$ cat src/rtl/regbank_pkg.sv
// Shared constants, types and helpers for the register bank write path.
package regbank_pkg;

  localparam int AW = 6;
  localparam int DW = 16;

  localparam logic [AW-1:0] REG_GPR_LAST = 6'd27;
  localparam logic [AW-1:0] REG_PI0      = 6'd28;
  localparam logic [AW-1:0] REG_PI1      = 6'd29;
  localparam logic [AW-1:0] REG_PO0      = 6'd30;
  localparam logic [AW-1:0] REG_PO1      = 6'd31;
  localparam logic [AW-1:0] REG_W        = 6'd34;
  localparam logic [AW-1:0] REG_NONE     = 6'd35;

  typedef enum logic [0:0] {
    IDLE   = 1'b0,
    LOCKED = 1'b1
  } arb_state_t;

  // Writable targets: general registers, the two output ports and W.
  // The input ports (PI0/PI1), 32, 33 and everything from REG_NONE up are read-only or unmapped.
  function automatic logic is_writable(input logic [AW-1:0] sel);
    return (sel <= REG_GPR_LAST) || (sel == REG_PO0) || (sel == REG_PO1) || (sel == REG_W);
  endfunction

endpackage

$ cat src/rtl/regbank_write_arbiter_rr_pick.sv
// Combinational round-robin picker: first set request at or after ptr, wrapping.
module regbank_write_arbiter_rr_pick #(
  parameter int NREQ = 3,
  parameter int PW   = (NREQ > 1) ? $clog2(NREQ) : 1
) (
  input  logic [NREQ-1:0] req,
  input  logic [PW-1:0]   ptr,
  output logic [NREQ-1:0] gnt
);

  logic found;
  int   idx;

  // Scan NREQ positions starting at ptr; the first valid request wins.
  // NOTE: every variable gets a default at the top of the block so no path leaves it unassigned, which would infer a latch.
  always_comb begin
    gnt   = '0;
    found = 1'b0;
    idx   = 0;
    for (int i = 0; i < NREQ; i++) begin
      idx = int'(ptr) + i;
      if (idx >= NREQ) idx = idx - NREQ;
      if (!found && req[idx]) begin
        gnt[idx] = 1'b1;
        found    = 1'b1;
      end
    end
  end

endmodule

$ cat src/rtl/regbank_write_arbiter.sv
// Arbitrates the register bank's single write port among NREQ requesters.
// Round-robin grant with an optional bounded lock; illegal targets are dropped and flagged.
module regbank_write_arbiter #(
  parameter int NREQ     = 3,
  parameter int DW       = regbank_pkg::DW,
  parameter int AW       = regbank_pkg::AW,
  parameter int LOCK_MAX = 8
) (
  input  logic              clk,
  input  logic              reset,
  input  logic [NREQ-1:0]   req_valid,
  input  logic [NREQ-1:0]   req_lock,
  input  logic [NREQ*AW-1:0] req_sel,
  input  logic [NREQ*DW-1:0] req_data,
  output logic [NREQ-1:0]   req_ready,
  output logic              wr_en,
  output logic [AW-1:0]     wr_sel,
  output logic [DW-1:0]     wr_data,
  output logic [NREQ-1:0]   gnt_onehot,
  output logic              err_pulse,
  output logic [NREQ-1:0]   err_src,
  output logic              lock_timeout
);

  import regbank_pkg::*;

  localparam int         PW         = (NREQ > 1) ? $clog2(NREQ) : 1;
  localparam logic [7:0] LOCK_MAX_C = 8'(LOCK_MAX);

  arb_state_t    state, state_n;
  logic [PW-1:0] ptr, ptr_n;
  logic [PW-1:0] owner, owner_n;
  logic [7:0]    lock_cnt, lock_cnt_n;
  logic          timeout_n;

  logic [NREQ-1:0] pick;
  logic [PW-1:0]   win_idx;
  logic            xfer;
  logic            legal;
  logic [AW-1:0]   win_sel;
  logic [DW-1:0]   win_data;
  logic            win_lock;

  function automatic logic [PW-1:0] next_ptr(input logic [PW-1:0] p);
    return (int'(p) == NREQ - 1) ? '0 : p + PW'(1);
  endfunction

  regbank_write_arbiter_rr_pick #(
    .NREQ(NREQ),
    .PW  (PW)
  ) u_rr_pick (
    .req(req_valid),
    .ptr(ptr),
    .gnt(pick)
  );

  // Grant: round-robin pick when idle, owner only when locked, nothing while in reset.
  always_comb begin
    req_ready = '0;
    if (!reset) begin
      if (state == IDLE) req_ready = pick;
      else if (req_valid[owner]) req_ready[owner] = 1'b1;
    end
  end

  // Decode the winning requester and its payload.
  always_comb begin
    win_idx = '0;
    for (int i = 0; i < NREQ; i++) begin
      if (req_ready[i]) win_idx = PW'(i);
    end
    xfer     = |req_ready;
    win_sel  = req_sel[int'(win_idx)*AW +: AW];
    win_data = req_data[int'(win_idx)*DW +: DW];
    win_lock = req_lock[win_idx];
    legal    = is_writable(win_sel);
  end

  // Lock FSM, lock counter and round-robin pointer next-state.
  always_comb begin
    state_n    = state;
    owner_n    = owner;
    lock_cnt_n = lock_cnt;
    ptr_n      = ptr;
    timeout_n  = 1'b0;
    if (xfer) ptr_n = next_ptr(win_idx);
    case (state)
      IDLE: begin
        if (xfer && legal && win_lock) begin
          state_n    = LOCKED;
          owner_n    = win_idx;
          lock_cnt_n = 8'd1;
        end
      end
      LOCKED: begin
        lock_cnt_n = (lock_cnt >= LOCK_MAX_C) ? LOCK_MAX_C : lock_cnt + 8'd1;
        if (!req_lock[owner]) begin
          state_n    = IDLE;
          lock_cnt_n = 8'd0;
        end else if (lock_cnt_n == LOCK_MAX_C) begin
          state_n    = IDLE;
          lock_cnt_n = 8'd0;
          timeout_n  = 1'b1;
          ptr_n      = next_ptr(owner);
        end
      end
      default: state_n = IDLE;
    endcase
  end

  // Control state registers.
  // NOTE: sequential state uses non-blocking assignments so every register samples pre-edge values.
  always_ff @(posedge clk) begin
    if (reset) begin
      state    <= IDLE;
      ptr      <= '0;
      owner    <= '0;
      lock_cnt <= 8'd0;
    end else begin
      state    <= state_n;
      ptr      <= ptr_n;
      owner    <= owner_n;
      lock_cnt <= lock_cnt_n;
    end
  end

  // Registered bank write port and status pulses; sel/data only move on a legal transfer.
  always_ff @(posedge clk) begin
    if (reset) begin
      wr_en        <= 1'b0;
      wr_sel       <= REG_NONE;
      wr_data      <= '0;
      gnt_onehot   <= '0;
      err_pulse    <= 1'b0;
      err_src      <= '0;
      lock_timeout <= 1'b0;
    end else begin
      wr_en        <= xfer && legal;
      gnt_onehot   <= req_ready;
      err_pulse    <= xfer && !legal;
      err_src      <= (xfer && !legal) ? req_ready : '0;
      lock_timeout <= timeout_n;
      if (xfer && legal) begin
        wr_sel  <= win_sel;
        wr_data <= win_data;
      end
    end
  end

endmodule

$ cat config.mk
export PLATFORM = sky130hd
export DESIGN_NAME = regbank_write_arbiter
export DESIGN_NICKNAME = d
export VERILOG_FILES = /design/src/rtl/regbank_pkg.sv /design/src/rtl/regbank_write_arbiter_rr_pick.sv /design/src/rtl/regbank_write_arbiter.sv
export SDC_FILE = /design/constraint.sdc
export NUM_CORES = 1
export LEC_CHECK = 0
export ABC_AREA = 1
export BUFFER_PORTS_ARGS = -buffer_cell sky130_fd_sc_hd__buf_4
export CORE_ASPECT_RATIO = 1.75
export CORE_MARGIN = 5
export CORE_UTILIZATION = 43
export DETAILED_ROUTE_END_ITERATION = 10
export PLACE_DENSITY = 0.77
export SLEW_MARGIN = 40
export SYNTH_ARGS = -nofsm -noshare
export SYNTH_HDL_FRONTEND = slang
export SYNTH_SLANG_ARGS = --single-unit
$ cat constraint.sdc
create_clock -name clk -period 2.6 [get_ports clk]
set_clock_uncertainty 0.2 [all_clocks]
set_input_delay 0 -clock clk [delete_from_list [all_inputs] [get_ports clk]]
set_output_delay 0 -clock clk [all_outputs]
set_load 0.01 [all_outputs]
Word-level counts from Yosys, hierarchy flattened. Cells that the tools add are included.

Register bits: 44. Memories: 0. RAM bits: 0. Output and inout port bits: 34. Word-level logic and storage cells: 119. Latch bits: 0. ROM bits: 0. Bits of input ports: 74.

Divide/modulo/power cells: 0. Magnitude comparators: 14. Bitwise gates (word level): 5. Add/sub/neg operators: 8. $mul: 1. Reduce and logical (&&, ||, !) cells: 19. Shifts and indexed selects: 2. Eq/ne operators: 7. Multiplexer cells: 52.

Operator list (number): $ge 32x1->1 const B (3); $lt 32x4->1 const B (3); $mux 32 (3); $ge 32x3->1 const B (2); $sub 32x3->32 const B (2); $shiftx 48x7->16 (1); $mux 8 (4); $mux 1 (20); $mux 3 (6); $shiftx 18x6->6 (1); $pmux 8 s2 (1); $mux 2 (7); $bmux 1 s2 (6); $eq 6x5->1 const B (2); $logic_and 1x1->1 (9); $add 8x1->8 const B (1); $demux 1 s2 (4); $eq 8x4->1 const B (1); $ge 8x4->1 const B (1); $eq 6x6->1 const B (1); $le 6x5->1 const B (1); $lt 2x3->1 const B (2); $or 3x3->3 (2); $reduce_or 3->1 (2); 15 further kinds (23).

Logic depth before layout (Yosys ltp). Gate-level depths: netlist (run 1).

Word-level depth: 26. Gate-level depth with buffers: 23. Mapped depth without buffers: 22.

By module. A second synthesis (run 1) with hierarchy kept.

Cells, all modules: 356. Area total of the unflattened synthesis: 2454.9 um^2.

By module, submodules not included: regbank_write_arbiter (area each 2222.1 um^2, cells each 314, seq. area each 880.8 um^2, times used 1); regbank_write_arbiter_rr_pick (area each 232.7 um^2, cells each 42, seq. area each 0.0 um^2, times used 1).

Least setup slack after synthesis (run 1). No wires, ideal clock.

Path type: register to register. Start: register ptr[0]. End: register wr_sel[3]. Stages on the path, launching flop included: 24. Required time: 2.271 ns. Path slack: -0.124 ns. Library setup time: 0.129 ns. Path buffers: 2. Clock period less this slack: 2.724 ns. Arrival: 2.395 ns. Cells stage by stage: dfxtp_1 > inv_1 > ha_1 > inv_2 > nand2_1 > nand3_1 > nand2_1 > nand2_1 > inv_1 > nand3_1 > nand2_2 > nand2_4 > nor2_4 > nand2_1 > o21ai_1 > nor2_2 > nand2_1 > nand2_1 > nand2_2 > nor2_4 > buf_6 > buf_8 > nand2_1 > a21oi_2.

Word-level cells in the longest chain between the ends: 23. Elaborated cells between the ends (all ways): 61. Classes of those cells: add/sub: 5; mul: 1; order compare: 10; eq/ne: 3; shift: 1; mux: 27; bitwise: 2; reduce/logical: 12.

Ends and longest elaborated chain: start, declared (RTL line regbank_write_arbiter.sv:31) `logic [PW-1:0] ptr, ptr_n;`; start signal, assigned (RTL line regbank_write_arbiter.sv:121) `ptr <= ptr_n;`; parallel branches: the longest is 11 deep, another holds $sub 32x3->32; $mux 3 * (RTL line regbank_write_arbiter_rr_pick.sv:23) `if (!found && req[idx]) begin`; $mux 3 * (RTL line regbank_write_arbiter.sv:61) `if (state == IDLE) req_ready = pick;`; $mux 3 * (RTL line regbank_write_arbiter.sv:60) `if (!reset) begin`; $mux 1 (RTL line regbank_write_arbiter.sv:70) `if (req_ready[i]) win_idx = PW'(i);`; $mux 2 (RTL line regbank_write_arbiter.sv:70); $mul 2x2->4 (RTL line regbank_write_arbiter.sv:73) `win_sel = req_sel[int'(win_idx)*AW +: AW];`; $shiftx 18x6->6 (RTL line regbank_write_arbiter.sv:73); $le 6x5->1 or $eq 6x5->1 (tied branches) (RTL line regbank_pkg.sv:23) `return (sel <= REG_GPR_LAST) || (sel == REG_PO0) || (sel == REG_PO1) || (sel == REG_W);`; $logic_or 1x1->1 (3 in series) (RTL line regbank_pkg.sv:23); $logic_and 1x1->1 (RTL line regbank_write_arbiter.sv:143) `if (xfer && legal) begin`; end signal, assigned (RTL line regbank_write_arbiter.sv:144) `wr_sel <= win_sel;`; end, declared (RTL line regbank_write_arbiter.sv:17) `output logic [AW-1:0] wr_sel,`.

Every way passes the cells marked *. The select of a mux whose other input is x is not followed. A chain may end at the register's enable or synchronous reset.

Worst setup path after layout (run 1).
Start: register ptr[0]. End: register wr_data[12].

Word-level cells in the longest chain between the ends: 23. Elaborated cells between the ends (all ways): 62. Classes of those cells: add/sub: 5; mul: 1; order compare: 10; eq/ne: 3; shift: 2; mux: 27; bitwise: 2; reduce/logical: 12.

Ends and longest elaborated chain: parallel branches: the longest is 11 deep, another holds $sub 32x3->32; $mux 3 * (RTL line regbank_write_arbiter_rr_pick.sv:23); $mux 3 * (RTL line regbank_write_arbiter.sv:61); $mux 3 * (RTL line regbank_write_arbiter.sv:60); $mux 1 (RTL line regbank_write_arbiter.sv:70); $mux 2 (RTL line regbank_write_arbiter.sv:70); $mul 2x2->4 (RTL line regbank_write_arbiter.sv:73); $shiftx 18x6->6 (RTL line regbank_write_arbiter.sv:73); $le 6x5->1 or $eq 6x5->1 (tied branches) (RTL line regbank_pkg.sv:23); $logic_or 1x1->1 (3 in series) (RTL line regbank_pkg.sv:23); $logic_and 1x1->1 (RTL line regbank_write_arbiter.sv:143); end signal, assigned (RTL line regbank_write_arbiter.sv:145) `wr_data <= win_data;`; end, declared (RTL line regbank_write_arbiter.sv:18) `output logic [DW-1:0] wr_data,`.

Marks and branches as above.

==> results of run 1 <==
[cells by family after synthesis]
group           Yosys count  synth area share, %
buf+inv                  55                10.20
flops                    44                36.10
fa+ha+maj                 6                3.077
simple gates            184                33.69
compound gates           69                16.92
[worst paths after layout]
check / end / cells after the start / start
max reg2reg: wr_data[12] / 19 / ptr[0]
max: wr_data[12] / 19 / ptr[0]
min reg2reg: lock_cnt[4] / 2 / lock_cnt[4]
min: lock_cnt[1] / 6 / req_lock[1]
[routing by layer]
layer,vias up,global-route usage (%)
met4,0,27.00
met1,1726,33.27
met5,-,0
met2,364,59.87
met3,124,8.487
li1,1588,-
[flip-flops by register name, indices dropped and copies added, names as in the netlist, 2 cells and up]
| signal | count |
|---|---|
| wr_data | 16 |
| owner | 2 |
| err_src | 3 |
| lock_cnt | 8 |
| ptr | 2 |
| wr_sel | 6 |
| gnt_onehot | 3 |
[cell usage after synthesis, drive strengths merged]
cell type | count | area share (%)
a211oi | 1 | 0.31
a21oi | 19 | 4.5
nand2 | 79 | 13
buf | 8 | 3.0
nand4 | 6 | 1.5
nand3 | 36 | 7.6
o2111ai | 1 | 0.36
dfxtp | 44 | 36
o21bai | 5 | 1.5
nor3 | 2 | 0.41
a311oi | 1 | 0.36
nand3b | 2 | 0.77
o211ai | 1 | 0.31
o21ai | 29 | 5.9
nor2 | 57 | 9.5
clkbuf | 5 | 0.77
or2 | 2 | 0.51
o22ai | 3 | 0.77
a22o | 5 | 1.8
ha | 6 | 3.1
inv | 42 | 6.5
a31oi | 4 | 1.0
[through the flow]
stage | cells | area (um^2)
6_report | 644 | 4623
5_1_grt | 644 | 4623
4_1_cts | 633 | 4389
3_5_place_dp | 560 | 3517
3_3_place_gp | 560 | 3517
2_1_floorplan | 358 | 2457
[what timing repair did]
| action | 4_1_cts | 5_1_grt |
|---|---|---|
| setup endpoints to repair | 38 | 38 |
| pin swaps | 17 | 14 |
| gates cloned | 1 | 0 |
| resized for setup | 36 | 49 |
| hold endpoints to repair | 30 | 0 |
| hold buffers | 55 | 0 |
| buffers inserted | 9 | 11 |
[cell usage in the layout, fill, tap and decap left out, types with 2 or more instances in the layout]
cell type	n
inv_2	5
nand2_2	9
o21ai_2	4
nand2_4	5
dfxtp_1	42
nand3_1	24
buf_4	152
nor2_4	2
a31oi_1	3
clkbuf_8	5
buf_6	4
nor2_1	49
nand3_2	11
inv_4	3
nor2_2	6
a21oi_1	14
nand2_1	64
nor3_2	2
dlygate4sd3_1	55
inv_1	32
o21ai_0	8
dfxtp_4	2
ha_1	4
nand4_1	6
ha_4	2
a22o_1	5
buf_12	2
o21bai_1	5
o22ai_1	3
o21ai_1	16
a21oi_2	4
[area by class of cell]
type,instances,area share (%)
sequential,44,19.22
inverter,42,3.951
tap,76,2.057
clock inverter,2,0.7578
clock buffer,6,1.570
multi-input combinational,259,33.10
timing repair buffer,215,39.35
[report_power, final]
| group | switching, mW | internal [mW] |
|---|---|---|
| Sequential | 0.124 | 0.867 |
| Clock | 0.266 | 0.286 |
| Combinational | 2.93 | 2.18 |
| Total | 3.32 | 3.34 |
[critical path, cell delays in order, from the launching register on]
cell	delay [ps]
dfxtp_4	370
inv_4	40
ha_1	240
nor2_1	170
nand2_1	90
nand3b_1	210
nand3b_4	130
nand2_8	80
buf_6	160
nand3_1	110
nand3_2	120
nor2_1	170
nand2_1	110
nand2_2	100
nand2_4	60
nor2_4	160
buf_12	170
buf_16	130
o21ai_1	100
nor2_1	150
==> metrics, run 1 <==
status finished with violations; failing checks setup timing; drt total wl 14.14 mm; gpl congestion 0.8795; Setup-failing EPs final 39; crit path DAT 3200 ps; CTS tree yes; pwr dens 1441 nW/um^2; die span in y 109.6 um; dpl ws -254.8 ps; Multi-input gate area 1530 um^2; power consumption 6.660 mW; Syn Std Cell Area 2440 um^2; Seq cells post-synth 44; Pre-Repair DR Iteration Count 6; post-DP HPWL 6.419 mm; Fin. Hold Viols 0; M1 WL 4.570 mm; Highest Signal Layer met4; antenna violations before repair 0; Reg area 888.4 um^2; unrepaired setup endpoints after global routing yes; Rel. slew slack 71.00%; sequential-to-total area share from yosys stat 36.10%; number of max-cap violations 0; Clk pin slew, worst setup/hold paths 90 ps; CTS max path bufs 2; Fmax achieved 316.6 MHz; Setup Crit Path Kind flop to flop; CP Launch Type flop; antenna cell count 0; die area 7340 um^2; Rows 36; Residual DRC 0; met3 wire length 1.385 mm; CTS Sinks 44; Crit Path Max Fanout 7; clock latency on the worst-skew pair 320 ps; vias in the first global route 3,795; Avg Cell Area, Syn 6.815 um^2; final net count 647; drt via density 5.904; CTS Buf Count 5; Yosys warning count 0; grt ovf 0; ANT nets after route 0; slew at the pin with the worst max-slew slack 435.0 ps; wire length on met2 6.858 mm; Initial Util 44.04%; Post-Syn Instances 358; total track usage 34.24%; hold slack 75.43 ps; layout cells sized above 1 40.67%; Peak VDD IR 1039 uV; first-pass GRT wire length 18.60 mm; Syn-to-layout area delta 89.49%; Static Leakage 2.301 nW; IO Port Bufs 107; Setup crit end kind flop; IO Pins 108; largest net degree at the start of global routing 27; root cell of the clock tree clkbuf_8; fraction of the cycle the final worst path needs 121.5%; Syn Nets 438; slack of the critical path -558.8 ps; Hold Path Class primary input to flop; drt initial violations 403; Core Box Area 5540 um^2; reg-to-reg setup timing slack -560 ps; Cell variety after synth 37; Worst EP required 2640 ps; H-tree Lvls 2; Slew Viols, Final 0; crit path time final 3159 ps; Core Util, Final 83.45%; Die Wd 66.94 um; fill count 273; Vias 3,802; wire per inst 21.96 um; setup TNS -15,620 ps
Power figures use the tool's default switching activity.
==> run 2: changes to the inputs <==
--- a/config.mk
+++ b/config.mk
@@ -7,11 +7,13 @@
 export LEC_CHECK = 0
 export ABC_AREA = 1
 export BUFFER_PORTS_ARGS = -buffer_cell sky130_fd_sc_hd__buf_4
+export CELL_PAD_IN_SITES_DETAIL_PLACEMENT = 0
+export CELL_PAD_IN_SITES_GLOBAL_PLACEMENT = 1
 export CORE_ASPECT_RATIO = 1.75
 export CORE_MARGIN = 5
-export CORE_UTILIZATION = 43
+export CORE_UTILIZATION = 29
 export DETAILED_ROUTE_END_ITERATION = 10
-export PLACE_DENSITY = 0.77
+export PLACE_DENSITY_LB_ADDON = 0.1
 export SLEW_MARGIN = 40
 export SYNTH_ARGS = -nofsm -noshare
 export SYNTH_HDL_FRONTEND = slang
==> metrics, run 2 (synthesized netlist as in run 1, its figures left out) <==
status finished with violations (unchanged); failing checks setup timing (unchanged); die area 10,420 um^2 (was 7340 um^2); Peak VDD IR 722.1 uV (was 1039 uV); gpl congestion 0.8319 (was 0.8795); Pre-Repair DR Iteration Count 4 (was 6); total track usage 18.20% (was 34.24%); Largest register FFs 16 (unchanged); crit path time final 2863 ps (was 3159 ps); commonest non-fill, non-tap cell in the layout buf_4 (unchanged); Comb power frac 74.7% (was 76.8%); fraction of the cycle the final worst path needs 110.1% (was 121.5%); post-DP HPWL 6.863 mm (was 6.419 mm); drt initial violations 78 (was 403); IO Port Bufs 107 (unchanged); antenna cell count 0 (unchanged); largest reg by FF count wr_data (unchanged); Post-Layout Cell Count 670 (was 644); drt total wl 9.650 mm (was 14.14 mm); CP Launch Type flop (unchanged); unrepaired setup endpoints after global routing yes (unchanged); Setup-failing EPs final 38 (was 39); CTS tree yes (unchanged); crit path DAT 2850 ps (was 3200 ps); Clk pin slew, worst setup/hold paths 70 ps (was 90 ps); switching power 2.875 mW (was 3.324 mW); Rel. slew slack 71.90% (was 71.00%); dpl ws -284.8 ps (was -254.8 ps); DP Area 3625 um^2 (was 3517 um^2); Hold Path Class primary input to flop (unchanged); layout cells sized above 1 45.50% (was 40.67%); pwr dens 1397 nW/um^2 (was 1441 nW/um^2); Reg power frac 14.2% (was 14.9%); Die Wd 79.34 um (was 66.94 um); Vias 3,217 (was 3,802); Int Power 3.868 mW (was 3.337 mW); CTS Sinks 44 (unchanged); antenna violations before repair 0 (unchanged); Crit Path Max Fanout 7 (unchanged); Cells after DPL 586 (was 560); drt via density 4.801 (was 5.904); leading cell types in the layout, fill and taps excluded buf_4 (162), nand2_1 (60), dlygate4sd3_1 (49) (was buf_4 (152), nand2_1 (64), dlygate4sd3_1 (55)); clock latency on the worst-skew pair 280 ps (was 320 ps); fill count 754 (was 273); power consumption 6.743 mW (was 6.660 mW); Clock Power Share 11.1% (was 8.3%); H-tree Lvls 2 (unchanged); largest net degree at the start of global routing 27 (unchanged); Setup Crit Path Kind flop to flop (unchanged); Fmax achieved 349.2 MHz (was 316.6 MHz); final net count 657 (was 647); Initial Util 29.55% (was 44.04%); Fin. Hold Viols 0 (unchanged); Residual DRC 0 (unchanged); Static Leakage 2.391 nW (was 2.301 nW); Rows 44 (was 36); setup TNS -6799 ps (was -15,620 ps); die span in y 131.3 um (was 109.6 um); wire per inst 14.40 um (was 21.96 um); root cell of the clock tree clkbuf_16 (was clkbuf_8); number of max-cap violations 0 (unchanged); Core Box Area 8258 um^2 (was 5540 um^2); IO Pins 108 (unchanged); slack of the critical path -263.4 ps (was -558.8 ps); ANT nets after route 0 (unchanged); Setup crit end kind flop (unchanged); Slew Viols, Final 0 (unchanged); Syn-to-layout area delta 97.85% (was 89.49%); post-route cell area 4827 um^2 (was 4623 um^2); switching share of power 42.64% (was 49.90%); vias in the first global route 3,434 (was 3,795); Worst EP required 2580 ps (was 2640 ps); first-pass GRT wire length 15.27 mm (was 18.60 mm); largest registers wr_data: 16 flops, lock_cnt: 8 flops, wr_sel: 6 flops (unchanged); CTS Buf Count 5 (unchanged); slew at the pin with the worst max-slew slack 421.5 ps (was 435.0 ps); grt ovf 0 (unchanged); CTS max path bufs 2 (unchanged)
-- run 2: layout make-up --
class,count,area (um^2),share of cell area (%)
Timing Repair Buffer,225,1922,39.81
Multi-Input combinational cell,259,1551,32.14
Sequential cell,44,885.9,18.35
Inverter,42,175.2,3.629
Clock buffer,6,138.9,2.877
Tap cell,92,115.1,2.385
Clock inverter,2,38.79,0.8035
-- run 2: final timing paths --
check	slack, ps	endpoint	depth (start not counted)	startpoint
min	100	wr_sel[1]	6	req_sel[1]
max	-260	lock_cnt[6]	20	ptr[0]
max reg2reg	-260	lock_cnt[6]	20	ptr[0]
min reg2reg	250	lock_cnt[7]	2	lock_cnt[7]
-- run 2: metal layers --
layer | part of all wire, % | GRT usage, %
met5 | 0 | 0
met2 | 58 | 37.34
met3 | 5.2 | 4.110
met1 | 33 | 15.83
met4 | 3.8 | 7.744
-- run 2: worst max-delay path: stages (launching register included) --
cell and delay (ps):
dfxtp_4 360, inv_4 40, ha_4 310, inv_4 50, nand2_2 60, nand3_2 60
nand2_2 70, nand3b_1 120, nand3b_4 120, nand2_8 90, inv_8 90, nor2_4 50
buf_4 130, buf_4 130, buf_4 130, a21oi_4 110, nand4_1 210, nand2_2 200
buf_6 120, buf_6 90, nor2_2 30
-- run 2: power groups by stage --
| stage | clock, mW | combinational [mW] | sequential, mW |
|---|---|---|---|
| 2_1_floorplan | 0 | 2.03 | 1.02 |
| 3_3_place_gp | 0 | 3.57 | 0.964 |
| 3_5_place_dp | 0 | 3.59 | 0.966 |
| 4_1_cts | 0.770 | 4.25 | 0.958 |
| 5_1_grt | 0.799 | 5.48 | 0.978 |
| 6_report | 0.749 | 5.04 | 0.959 |
-- run 2: through the flow --
step,hold WS [ps],utilization [%]
after detailed placement,84.03,43.89
after floorplan,-11.52,-
after CTS,44.77,55.21
after global placement,78.75,43.89
final,96.24,58.45
after global routing,136.4,58.45
-- run 2: repair_timing --
action / 4_1_cts / 5_1_grt
setup buffers: 11 / 13
cloned: 1 / 2
setup endpoints to repair: 38 / 39
resized for setup: 49 / 45
hold endpoints to repair: 27 / 0
pin swaps: 5 / 21
hold buffers: 49 / 0
